**src/rtl/data_mem_arbiter.sv**
```systemverilog
// data_mem_arbiter: shares one data-memory port between the CPU load/store
// path and a host/debug port. The CPU wins by default; a wait counter bounds
// how long a pending host request can be blocked. cpu_stall freezes the CPU
// during the single cycle the host owns memory.
// Optional build macro: ARB_STATS_EN adds saturating stall/host-ack counters;
// without it stat_stall_cnt and stat_host_cnt are tied to zero.
module data_mem_arbiter #(
  parameter int ADDR_W        = 16,
  parameter int DATA_W        = 16,
  parameter int HOST_MAX_WAIT = 4
) (
  input  logic              clk,
  input  logic              reset,
  input  logic              cpu_mem_read,
  input  logic              cpu_mem_write,
  input  logic [ADDR_W-1:0] cpu_addr,
  input  logic [DATA_W-1:0] cpu_wdata,
  output logic [DATA_W-1:0] cpu_rdata,
  output logic              cpu_stall,
  input  logic              host_req,
  input  logic              host_we,
  input  logic [ADDR_W-1:0] host_addr,
  input  logic [DATA_W-1:0] host_wdata,
  output logic              host_ack,
  output logic [DATA_W-1:0] host_rdata,
  output logic              mem_read,
  output logic              mem_write,
  output logic [ADDR_W-1:0] mem_address,
  output logic [DATA_W-1:0] mem_write_data,
  input  logic [DATA_W-1:0] mem_read_data,
  output logic [15:0]       stat_stall_cnt,
  output logic [15:0]       stat_host_cnt
);

  // Wait-counter limit in the counter's own 4-bit width.
  localparam logic [3:0] MAX_WAIT_C = 4'(HOST_MAX_WAIT);

  typedef enum logic [1:0] {
    H_IDLE = 2'd0,
    H_WAIT = 2'd1,
    H_ACK  = 2'd2
  } host_state_e;

  host_state_e       state_r;
  host_state_e       state_nxt_s;
  logic [3:0]        wait_cnt_r;
  logic [3:0]        wait_cnt_nxt_s;
  logic              host_grant_s;
  logic              cpu_req_s;
  logic              ack_read_r;
  logic [DATA_W-1:0] host_rdata_r;

  assign cpu_req_s = cpu_mem_read | cpu_mem_write;

  // Host FSM next state, wait counter update and combinational host grant.
  always_comb begin
    state_nxt_s    = state_r;
    wait_cnt_nxt_s = wait_cnt_r;
    host_grant_s   = 1'b0;
    case (state_r)
      H_IDLE: begin
        if (host_req) begin
          if (cpu_req_s) begin
            wait_cnt_nxt_s = 4'd1;
            state_nxt_s    = H_WAIT;
          end else begin
            host_grant_s = 1'b1;
            state_nxt_s  = H_ACK;
          end
        end else begin
          state_nxt_s = H_IDLE;
        end
      end
      H_WAIT: begin
        if (!cpu_req_s || (wait_cnt_r == MAX_WAIT_C)) begin
          host_grant_s   = 1'b1;
          wait_cnt_nxt_s = 4'd0;
          state_nxt_s    = H_ACK;
        end else begin
          wait_cnt_nxt_s = wait_cnt_r + 4'd1;
        end
      end
      H_ACK: begin
        // host_req is deliberately ignored here; a held request restarts next cycle.
        wait_cnt_nxt_s = 4'd0;
        state_nxt_s    = H_IDLE;
      end
      default: begin
        wait_cnt_nxt_s = 4'd0;
        state_nxt_s    = H_IDLE;
      end
    endcase
  end

  // FSM state and wait counter registers.
  always_ff @(posedge clk or posedge reset) begin
    if (reset) begin
      state_r    <= H_IDLE;
      wait_cnt_r <= 4'd0;
    end else begin
      state_r    <= state_nxt_s;
      wait_cnt_r <= wait_cnt_nxt_s;
    end
  end

  // Remember whether the granted host transaction is a read, for the ack cycle.
  always_ff @(posedge clk or posedge reset) begin
    if (reset) begin
      ack_read_r <= 1'b0;
    end else if (host_grant_s) begin
      ack_read_r <= ~host_we;
    end else begin
      ack_read_r <= ack_read_r;
    end
  end

  // Capture host read data at the end of a read ack; writes leave it alone.
  always_ff @(posedge clk or posedge reset) begin
    if (reset) begin
      host_rdata_r <= '0;
    end else if ((state_r == H_ACK) && ack_read_r) begin
      host_rdata_r <= mem_read_data;
    end else begin
      host_rdata_r <= host_rdata_r;
    end
  end

  // Memory port mux: host when granted, otherwise CPU with store beating load.
  always_comb begin
    mem_address    = cpu_addr;
    mem_write_data = cpu_wdata;
    mem_read       = 1'b0;
    mem_write      = 1'b0;
    if (host_grant_s) begin
      mem_address    = host_addr;
      mem_write_data = host_wdata;
      mem_write      = host_we;
      mem_read       = ~host_we;
    end else if (cpu_mem_write) begin
      mem_write = 1'b1;
    end else if (cpu_mem_read) begin
      mem_read = 1'b1;
    end else begin
      mem_read  = 1'b0;
      mem_write = 1'b0;
    end
  end

  assign cpu_stall  = cpu_req_s & host_grant_s;
  assign cpu_rdata  = mem_read_data;
  assign host_ack   = (state_r == H_ACK);
  // During a read ack the fresh memory data is passed straight through.
  assign host_rdata = ((state_r == H_ACK) && ack_read_r) ? mem_read_data : host_rdata_r;

`ifdef ARB_STATS_EN
  logic [15:0] stall_cnt_r;
  logic [15:0] hack_cnt_r;

  // Saturating activity counters.
  always_ff @(posedge clk or posedge reset) begin
    if (reset) begin
      stall_cnt_r <= 16'd0;
      hack_cnt_r  <= 16'd0;
    end else begin
      if (cpu_stall && (stall_cnt_r != 16'hFFFF)) begin
        stall_cnt_r <= stall_cnt_r + 16'd1;
      end else begin
        stall_cnt_r <= stall_cnt_r;
      end
      if (host_ack && (hack_cnt_r != 16'hFFFF)) begin
        hack_cnt_r <= hack_cnt_r + 16'd1;
      end else begin
        hack_cnt_r <= hack_cnt_r;
      end
    end
  end

  assign stat_stall_cnt = stall_cnt_r;
  assign stat_host_cnt  = hack_cnt_r;
`else
  assign stat_stall_cnt = 16'd0;
  assign stat_host_cnt  = 16'd0;
`endif

endmodule

```
**config.mk**
```make
export PLATFORM = sky130hd
export DESIGN_NAME = data_mem_arbiter
export DESIGN_NICKNAME = d
export VERILOG_FILES = /design/src/rtl/data_mem_arbiter.sv
export SDC_FILE = /design/constraint.sdc
export NUM_CORES = 1
export LEC_CHECK = 0
export BUFFER_PORTS_ARGS = -buffer_cell sky130_fd_sc_hd__buf_2
export CORE_UTILIZATION = 38
export CTS_BUF_LIST = sky130_fd_sc_hd__clkbuf_2
export DETAILED_ROUTE_END_ITERATION = 8
export PLACE_DENSITY = 0.84
export SLEW_MARGIN = 25
export SYNTH_ARGS = -nofsm -noshare
export SYNTH_HDL_FRONTEND = slang
export SYNTH_SLANG_ARGS = --single-unit
```
**constraint.sdc**
```tcl
create_clock -name clk -period 2.6 [get_ports clk]
set_clock_uncertainty 0.2 [all_clocks]
set_input_delay 0.52 -clock clk [delete_from_list [all_inputs] [get_ports clk]]
set_output_delay 0.52 -clock clk [all_outputs]
set_load 0.01 [all_outputs]
```
After elaboration in Yosys (flattened, before gate mapping)
Cells that the tools add are included.
- $add $sub $neg: 1
- eq/ne operators: 6
- multiplexer cells: 20
- bitwise logic cells: 3
- reductions and logical operators: 5
- operators by type and width (operator ; number):
    $mux 16 ; 3
    $mux 4 ; 3
    $mux 1 ; 8
    $pmux 4 s2 ; 1
    $mux 2 ; 3
    $ne 2x2->1 const B ; 3
    $add 4x1->4 const B ; 1
    $eq 4x3->1 const B ; 1
    $pmux 2 s2 ; 1
    $eq 2x1->1 const B ; 1
    $eq 2x2->1 const B ; 1
    $logic_not 2->1 ; 1
    $pmux 1 s2 ; 1
    $reduce_and 2->1 ; 1
    $and 1x1->1 ; 1
    $logic_and 1x1->1 ; 1
    $logic_not 1->1 ; 1
    $logic_or 1x1->1 ; 1
    $not 1->1 ; 1
    $or 1x1->1 ; 1
- flip-flop bits (word level): 23
- output and inout bits: 100
- logic and storage cells: 39

Logic depth before layout (Yosys ltp)
Gate-level depths: netlist of the first run.
- word-level depth: 6
- mapped depth: 6

Worst setup path before layout of the first run
No wires, ideal clock.
- path type: in2out
- from: input port cpu_mem_write
- to: output port mem_address[0]
- arrival time: 1.677 ns
- path slack: 0.203 ns
- cell stages on the path: 5
- path buffers: 2
- path through: or2_0 > buf_2 > o22ai_4 > buf_12 > mux2_4
- longest elaborated chain between the ends: 6
- elaborated cells between the ends (all ways): 8
- those cells by class: 5 x mux; 1 x bitwise; 2 x reduce/logical
- RTL lines (item ; line ; text):
    start: declaration ; 15 ; input logic cpu_mem_write,
    $or 1x1->1 * ; 53 ; assign cpu_req_s = cpu_mem_read | cpu_mem_write;
    $logic_not 1->1 ; 75 ; if (!cpu_req_s || (wait_cnt_r == MAX_WAIT_C)) begin
    $logic_or 1x1->1 ; 75 ;
    $mux 1 ; 75 ;
    $pmux 1 s2 * ; 60 ; case (state_r)
    $mux 16 * ; 134 ; if (host_grant_s) begin
    end: declaration ; 28 ; output logic [ADDR_W-1:0] mem_address,
Mark *: on every way between the ends. The rest lies on a longest branch, timed or not.

Final worst setup path of the first run
- from: register wait_cnt_r[0]
- to: output port mem_address[6]
- longest elaborated chain between the ends: 5
- RTL lines (item ; line ; text):
    start: declaration ; 46 ; logic [3:0] wait_cnt_r;
    start signal: assignment ; 102 ; wait_cnt_r <= wait_cnt_nxt_s;
    $eq 4x3->1 ; 75 ;
    $logic_or 1x1->1 ; 75 ;
    $mux 1 ; 75 ;
    $pmux 1 s2 ; 60 ;
    $mux 16 ; 134 ;
No other way between the ends.

==> results.sh, run 1 <==
export IMPL_cp_arrival_ns=2.06
export IMPL_die_w_microns=72.9
export IMPL_netlist_area_sq_um=1910
export IMPL_gp_congestion=0.880
export IMPL_critPathMaxStageDelay_ns=0.44
export IMPL_report_final_slew_viol_count=0
export IMPL_slowest_stage="dfrtp_1"
export IMPL_dr_first_iter_drc_count=31
export IMPL_tns_ns=-5.36
export IMPL_finalCriticalPeriod_ns=2.78
export IMPL_hold_path_startpoint="host_we"
export IMPL_ir_drop_uv=500
export IMPL_final_common_cell="buf_2"
export IMPL_outcome="finished with violations"
export IMPL_cts_clk_slew_worst_paths_ns=0.22
export IMPL_dpl_instance_area_sq_um=2500
export IMPL_drt_wirelength_per_cell_microns=13.8
export IMPL_ys_warn_count=0
export IMPL_cts_tree="done"
export IMPL_avgSynthCellArea_sq_um=11.8
export IMPL_reg2reg_to="ack_read_r"
export IMPL_endpoint="mem_address[6]"
export IMPL_r2r_slack_ns=0.80
export IMPL_hold_class="in -> reg"
export IMPL_ios=186
export IMPL_die_h_microns=72.9
export IMPL_async_flop_share=1.00
export IMPL_crit_type="reg -> out"
export IMPL_crit_chain="inv_2, ha_4, nand3b_4, o22ai_4, buf_12, clkbuf_16, mux2_4, buf_6"
export IMPL_final_cell_mix="buf_2 (116), mux2_4 (42), buf_6 (38), conb_1 (32), dfrtp_1 (22)"
export IMPL_ys_seq_area_frac=0.301
export IMPL_clk_latency_ns=0.34
export IMPL_gr_usage_all_layers=0.171
export IMPL_power_density_nw_per_um2=721
export IMPL_reg2regPathDepth=8
export IMPL_critPathLaunchType="flip-flop"
export IMPL_violations="setup timing"
export IMPL_totalWireLength_mm=5.37
export IMPL_synthCells=162
export IMPL_clock_sinks=23
export IMPL_hpwlAfterDp_mm=3.71
export IMPL_grt_max_degree=24
export IMPL_ctsLongestPathBuffers=2
export IMPL_drcViolationCount=0
export IMPL_h_tree_depth=1
export IMPL_max_freq_mhz=360
export IMPL_port_buffers=153
export IMPL_rr_startpoint="wait_cnt_r[0]"
export IMPL_crit_path_max_fanout=6
export IMPL_rsz0062_at_grt="true"
export IMPL_synth_edf_count=0
export IMPL_post_route_cell_area_sq_um=3100
export IMPL_hold_viol=0
export IMPL_cp_startpoint="wait_cnt_r[0]"
export IMPL_cp_end_kind="output port"
export IMPL_initial_core_util=0.399
export IMPL_p_leak_nw=1.72
export IMPL_antenna_found_initial=0
export IMPL_final_nets=410
export IMPL_cts_root_buffer_cell="clkbuf_2"
export IMPL_max_cap_violations=0
export IMPL_die_area_sq_um=5320
export IMPL_synthToLayoutAreaGrowth_pct=62.2
export IMPL_synth_distinct_cells=29
export IMPL_synth_main_ff_cell="dfrtp_1"
export IMPL_ys_ff_latch=23
export IMPL_drive_gt1_frac=0.741
export IMPL_grt_pass1_wl_mm=7.09
export IMPL_finalCritPeriodShare=1.07
export IMPL_via_per_inst=4.40
export IMPL_vias=1708
export IMPL_core_area_sq_um=4790
export IMPL_fin_ws_ns=-0.175
export IMPL_grt_overflow_total=0
export IMPL_row_count=25
export IMPL_worstPathRequired_ns=1.88
export IMPL_antenna_cells=0
export IMPL_setup_viol=34
export IMPL_cts_inserted_buffers=3
export IMPL_grt_pass1_vias=1558
export IMPL_antenna_left=0
export IMPL_dr_pass1_iters=4
==> cells in the mapped netlist (2+ instances only) <==
master / number / share of area
buf_4: 48 / 0.19
mux2_4: 27 / 0.21
dfrtp_1: 23 / 0.30
mux2_2: 22 / 0.13
inv_1: 5 / 0.0098
buf_12: 3 / 0.031
mux2i_1: 3 / 0.016
a31oi_1: 2 / 0.0065
buf_2: 2 / 0.0052
ha_1: 2 / 0.013
nand2_1: 2 / 0.0039
nand2b_1: 2 / 0.0065
nand4_1: 2 / 0.0065
nor2_1: 2 / 0.0039
nor2b_1: 2 / 0.0065
o21ai_0: 2 / 0.0052
==> per-stage QoR <==
step	std cells	utilization	setup slack (ns)	hold WS [ns]	total power (W)
after floorplan	193	-	0.203	0.243	0.00132
after global placement	366	0.523	0.0861	0.255	0.00159
after detailed placement	366	0.523	0.0647	0.259	0.00162
after CTS	381	0.610	-0.242	0.126	0.00204
after global routing	388	0.648	-0.285	0.124	0.00238
final	388	0.648	-0.175	0.158	0.00224
==> sequential cells by signal (all words and copies together), names as in the netlist <==
register      flops
wait_cnt_r        4
host_rdata_r     16
state_r           2
ack_read_r        1
==> worst max-delay path, delay by kind of cell, from the launching register on <==
| kind | cells | cell delay [ns] |
|---|---|---|
| fa+ha+maj | 1 | 0.14 |
| compound gates | 1 | 0.20 |
| buf+inv | 4 | 0.52 |
| mux | 1 | 0.30 |
| flops | 1 | 0.44 |
| simple gates | 1 | 0.10 |
==> power breakdown <==
group	switching, W	leakage (nW)	internal [W]
Combinational	0.000611	1.43	0.000887
Clock	0.000108	0.0164	0.0000348
Sequential	0.0000780	0.275	0.000517
==> routing by layer <==
layer / up-vias / wire (microns) / GRT usage
li1: 801 / - / -
met1: 817 / 2160 / 0.212
met2: 86 / 2910 / 0.313
met3: 4 / 260 / 0.0345
met4: 0 / 36 / 0.0240
met5: - / 0 / 0
==> area by class of cell <==
cell class / instances / area (sq um)
fillers: 366 / 1690
clock inverters: 1 / 5.00
well taps: 67 / 83.8
clock buffers: 3 / 15.0
inverters: 5 / 18.8
multi-input cells: 112 / 1100
repair buffers: 177 / 1300
flip-flops and latches: 23 / 577
==> how the worst min path moves through the flow <==
stage	to	slack (ns)	cells after the start
floorplan	wait_cnt_r[3]	0.24	1
global placement	wait_cnt_r[3]	0.26	1
detailed placement	wait_cnt_r[3]	0.26	1
CTS	ack_read_r	0.13	2
global route	ack_read_r	0.12	2
finish	ack_read_r	0.16	2
==> timing repair <==
item / 4_1_cts / 5_1_grt
buffers inserted: 8 / 9
cloned: 2 / 3
setup endpoints to repair: 37 / 50
hold buffers: 1 / 0
pin swaps: 1 / 3
resized for setup: 51 / 31
hold endpoints to repair: 23 / 0
==> cell families after synthesis <==
kind of cell | share of synthesized area
AND/OR/NAND/NOR | 0.0504
buffers and inverters | 0.235
other | 0.00196
AO/OA/AOI/OAI | 0.0412
adder cells (fa/ha/maj) | 0.0131
flip-flops | 0.301
multiplexers | 0.357
Power figures use the tool's default switching activity.
==> inputs of run 2 (changes only) <==
--- a/config.mk
+++ b/config.mk
@@ -6,10 +6,11 @@
 export NUM_CORES = 1
 export LEC_CHECK = 0
 export BUFFER_PORTS_ARGS = -buffer_cell sky130_fd_sc_hd__buf_2
-export CORE_UTILIZATION = 38
+export CORE_UTILIZATION = 34
 export CTS_BUF_LIST = sky130_fd_sc_hd__clkbuf_2
 export DETAILED_ROUTE_END_ITERATION = 8
-export PLACE_DENSITY = 0.84
+export MAX_ROUTING_LAYER = met4
+export PLACE_DENSITY = 0.79
 export SLEW_MARGIN = 25
 export SYNTH_ARGS = -nofsm -noshare
 export SYNTH_HDL_FRONTEND = slang
==> constraint.sdc (replaced) <==
create_clock -name clk -period 2.4 [get_ports clk]
set_clock_uncertainty 0.2 [all_clocks]
set_input_delay 0.48 -clock clk [delete_from_list [all_inputs] [get_ports clk]]
set_output_delay 0.48 -clock clk [all_outputs]
set_load 0.01 [all_outputs]
==> run 2 against run 1 <==
Against the previous run: the run still ends with setup timing left; combinational power up 26%; utilization down 3.6 points; critical path depth unchanged; sequential power up 11%; hold slack worse by 0.0033 ns; cell count up 1.8%; die area up 11%; critical endpoint is now mem_write_data[4]; power up 21%; via count up 2.6%; global-route usage up 2.1 points; highest routed layer unchanged; routed wire length up 15%; sequential share of layout area down 0.74 points.
==> results.sh, run 2 (same netlist as run 1, synthesis figures left out) <==
export IMPL_antenna_found_initial=0
export IMPL_antenna_left=0
export IMPL_setup_viol=51
export IMPL_cts_clk_slew_worst_paths_ns=0.21
export IMPL_whs_ns=0.155
export IMPL_r2r_slack_ns=0.58
export IMPL_reg2regPathDepth=8
export IMPL_dr_first_iter_drc_count=38
export IMPL_clock_sinks=23
export IMPL_cts_tree="done"
export IMPL_dp_slack_ns=-0.110
export IMPL_hpwlAfterDp_mm=4.02
export IMPL_crit_chain="inv_2, ha_4, nand3b_4, o22ai_4, buf_6, buf_12, mux2_4, buf_6"
export IMPL_routed_top_layer="met4"
export IMPL_cts_inserted_buffers=3
export IMPL_fin_ws_ns=-0.352
export IMPL_p_leak_nw=1.80
export IMPL_critPathMaxStageDelay_ns=0.43
export IMPL_row_count=26
export IMPL_via_per_inst=4.44
export IMPL_gp_congestion=0.743
export IMPL_hold_class="in -> reg"
export IMPL_finalCriticalPeriod_ns=2.75
export IMPL_cp_arrival_ns=2.07
export IMPL_met2_length_mm=3.54
export IMPL_slowest_stage="dfrtp_1"
export IMPL_cp_buffers_inverters=4
export IMPL_totalWireLength_mm=6.18
export IMPL_antenna_cells=0
export IMPL_vias=1752
export IMPL_min_to="ack_read_r"
export IMPL_dr_pass1_iters=4
export IMPL_gr_usage_all_layers=0.193
export IMPL_drt_wirelength_per_cell_microns=15.7
export IMPL_final_common_cell="buf_2"
export IMPL_regArea_sq_um=576
export IMPL_crit_type="reg -> out"
export IMPL_multi_input_area_sq_um=1130
export IMPL_cpMostUsedCell="buf_6"
export IMPL_violations="setup timing"
export IMPL_largest_reg_flops=16
export IMPL_critPathLaunchType="flip-flop"
export IMPL_crit_family="buffers and inverters"
export IMPL_worstPathRequired_ns=1.72
export IMPL_drt_met1_wl_mm=2.21
export IMPL_final_cell_mix="buf_2 (104), buf_6 (54), mux2_4 (49), conb_1 (32), dfrtp_1 (23)"
export IMPL_biggestRegsByFlops="host_rdata_r: 16 flops, wait_cnt_r: 4 flops, state_r: 2 flops"
export IMPL_initial_core_util=0.363
export IMPL_port_buffers=153
export IMPL_final_nets=414
export IMPL_fillers=421
export IMPL_ir_drop_uv=745
export IMPL_top_register="host_rdata_r"
export IMPL_report_final_slew_viol_count=0
export IMPL_crit_path_max_fanout=8
export IMPL_rsz0062_at_grt="true"
export IMPL_drive_gt1_frac=0.742
export IMPL_cp_end_kind="output port"
export IMPL_core_area_sq_um=5270
export IMPL_synthToLayoutAreaGrowth_pct=68.5
export IMPL_rr_startpoint="wait_cnt_r[0]"
export IMPL_hold_path_startpoint="host_we"
export IMPL_clk_latency_ns=0.34
export IMPL_cts_root_buffer_cell="clkbuf_2"
export IMPL_finalCritPeriodShare=1.15
export IMPL_power_density_nw_per_um2=841
export IMPL_reg2reg_to="ack_read_r"
export IMPL_max_cap_violations=0
export IMPL_die_w_microns=77.0
export IMPL_grt_pass1_vias=1815
export IMPL_max_freq_mhz=363
export IMPL_grt_overflow_total=0
export IMPL_min_path_cells=2
export IMPL_h_tree_depth=1
export IMPL_die_area_sq_um=5930
export IMPL_hold_viol=0
export IMPL_ctsLongestPathBuffers=2
export IMPL_grt_max_degree=14
export IMPL_die_h_microns=77.0
export IMPL_outcome="finished with violations"
export IMPL_wl_met3_microns=293
export IMPL_grt_pass1_wl_mm=8.74
export IMPL_ios=186
export IMPL_drcViolationCount=0
export IMPL_cp_startpoint="wait_cnt_r[0]"
[run 2: cell count changes in the layout (fill, tap and decap cells not counted), sizes merged]
cell,before,now
clkbuf,6,4
buf,173,180
clkinv,1,0
[run 2: final cells by class]
cell class                      instances  area share
Tap cell                               70      0.0272
Inverter                                5     0.00583
Sequential cell                        23       0.179
Multi-Input combinational cell        112       0.350
Timing Repair Buffer                  181       0.433
Clock buffer                            4     0.00621
[run 2: report_power, final]
part           leakage, nW  internal, W  total, W  switching (W)
combinational         1.51      0.00115   0.00189       0.000737
sequential           0.276     0.000560  0.000663       0.000103
clock               0.0166    0.0000441  0.000159       0.000115
total                 1.80      0.00176   0.00271       0.000954
[run 2: worst max-delay path by stage]
| stage | endpoint | slack [ns] | cells after the start |
|---|---|---|---|
| floorplan | mem_address[0] | 0.05 | 6 |
| global placement | mem_write_data[0] | -0.04 | 6 |
| detailed placement | mem_write_data[0] | -0.11 | 6 |
| CTS | mem_address[9] | -0.35 | 9 |
| global route | mem_write_data[4] | -0.44 | 8 |
| finish | mem_write_data[4] | -0.35 | 8 |
[run 2: stage by stage]
stage	utilization	std cells	total power, W	instance area (sq um)	setup TNS [ns]
finish	0.611	395	0.00271	3220	-11.43
global route	0.611	395	0.00285	3220	-16.42
CTS	0.586	394	0.00259	3090	-12.09
detailed placement	0.483	374	0.00181	2550	-2.20
global placement	0.483	374	0.00176	2550	-0.453
floorplan	-	193	0.00143	2030	0
[run 2: worst register-to-register path: cells and delay by family, from the launching register on]
kind            cells  cell delay (ns)
simple gates        1             0.09
fa+ha+maj           1             0.15
buf+inv             4             0.45
flops               1             0.43
compound gates      1             0.23
mux                 1             0.20
[run 2: routing by layer]
metal	up-vias	GRT usage
li1	805	-
met1	840	0.210
met2	95	0.362
met3	12	0.0202
met4	0	0.0642
met5	-	-
[run 2: what timing repair did]
item	CTS	global route
endpoints found under the hold margin	10	0
pin swaps	3	3
hold buffers	1	0
cloned	4	0
buffers inserted	11	4
gates resized for setup	63	34
endpoints found under the setup margin	51	51
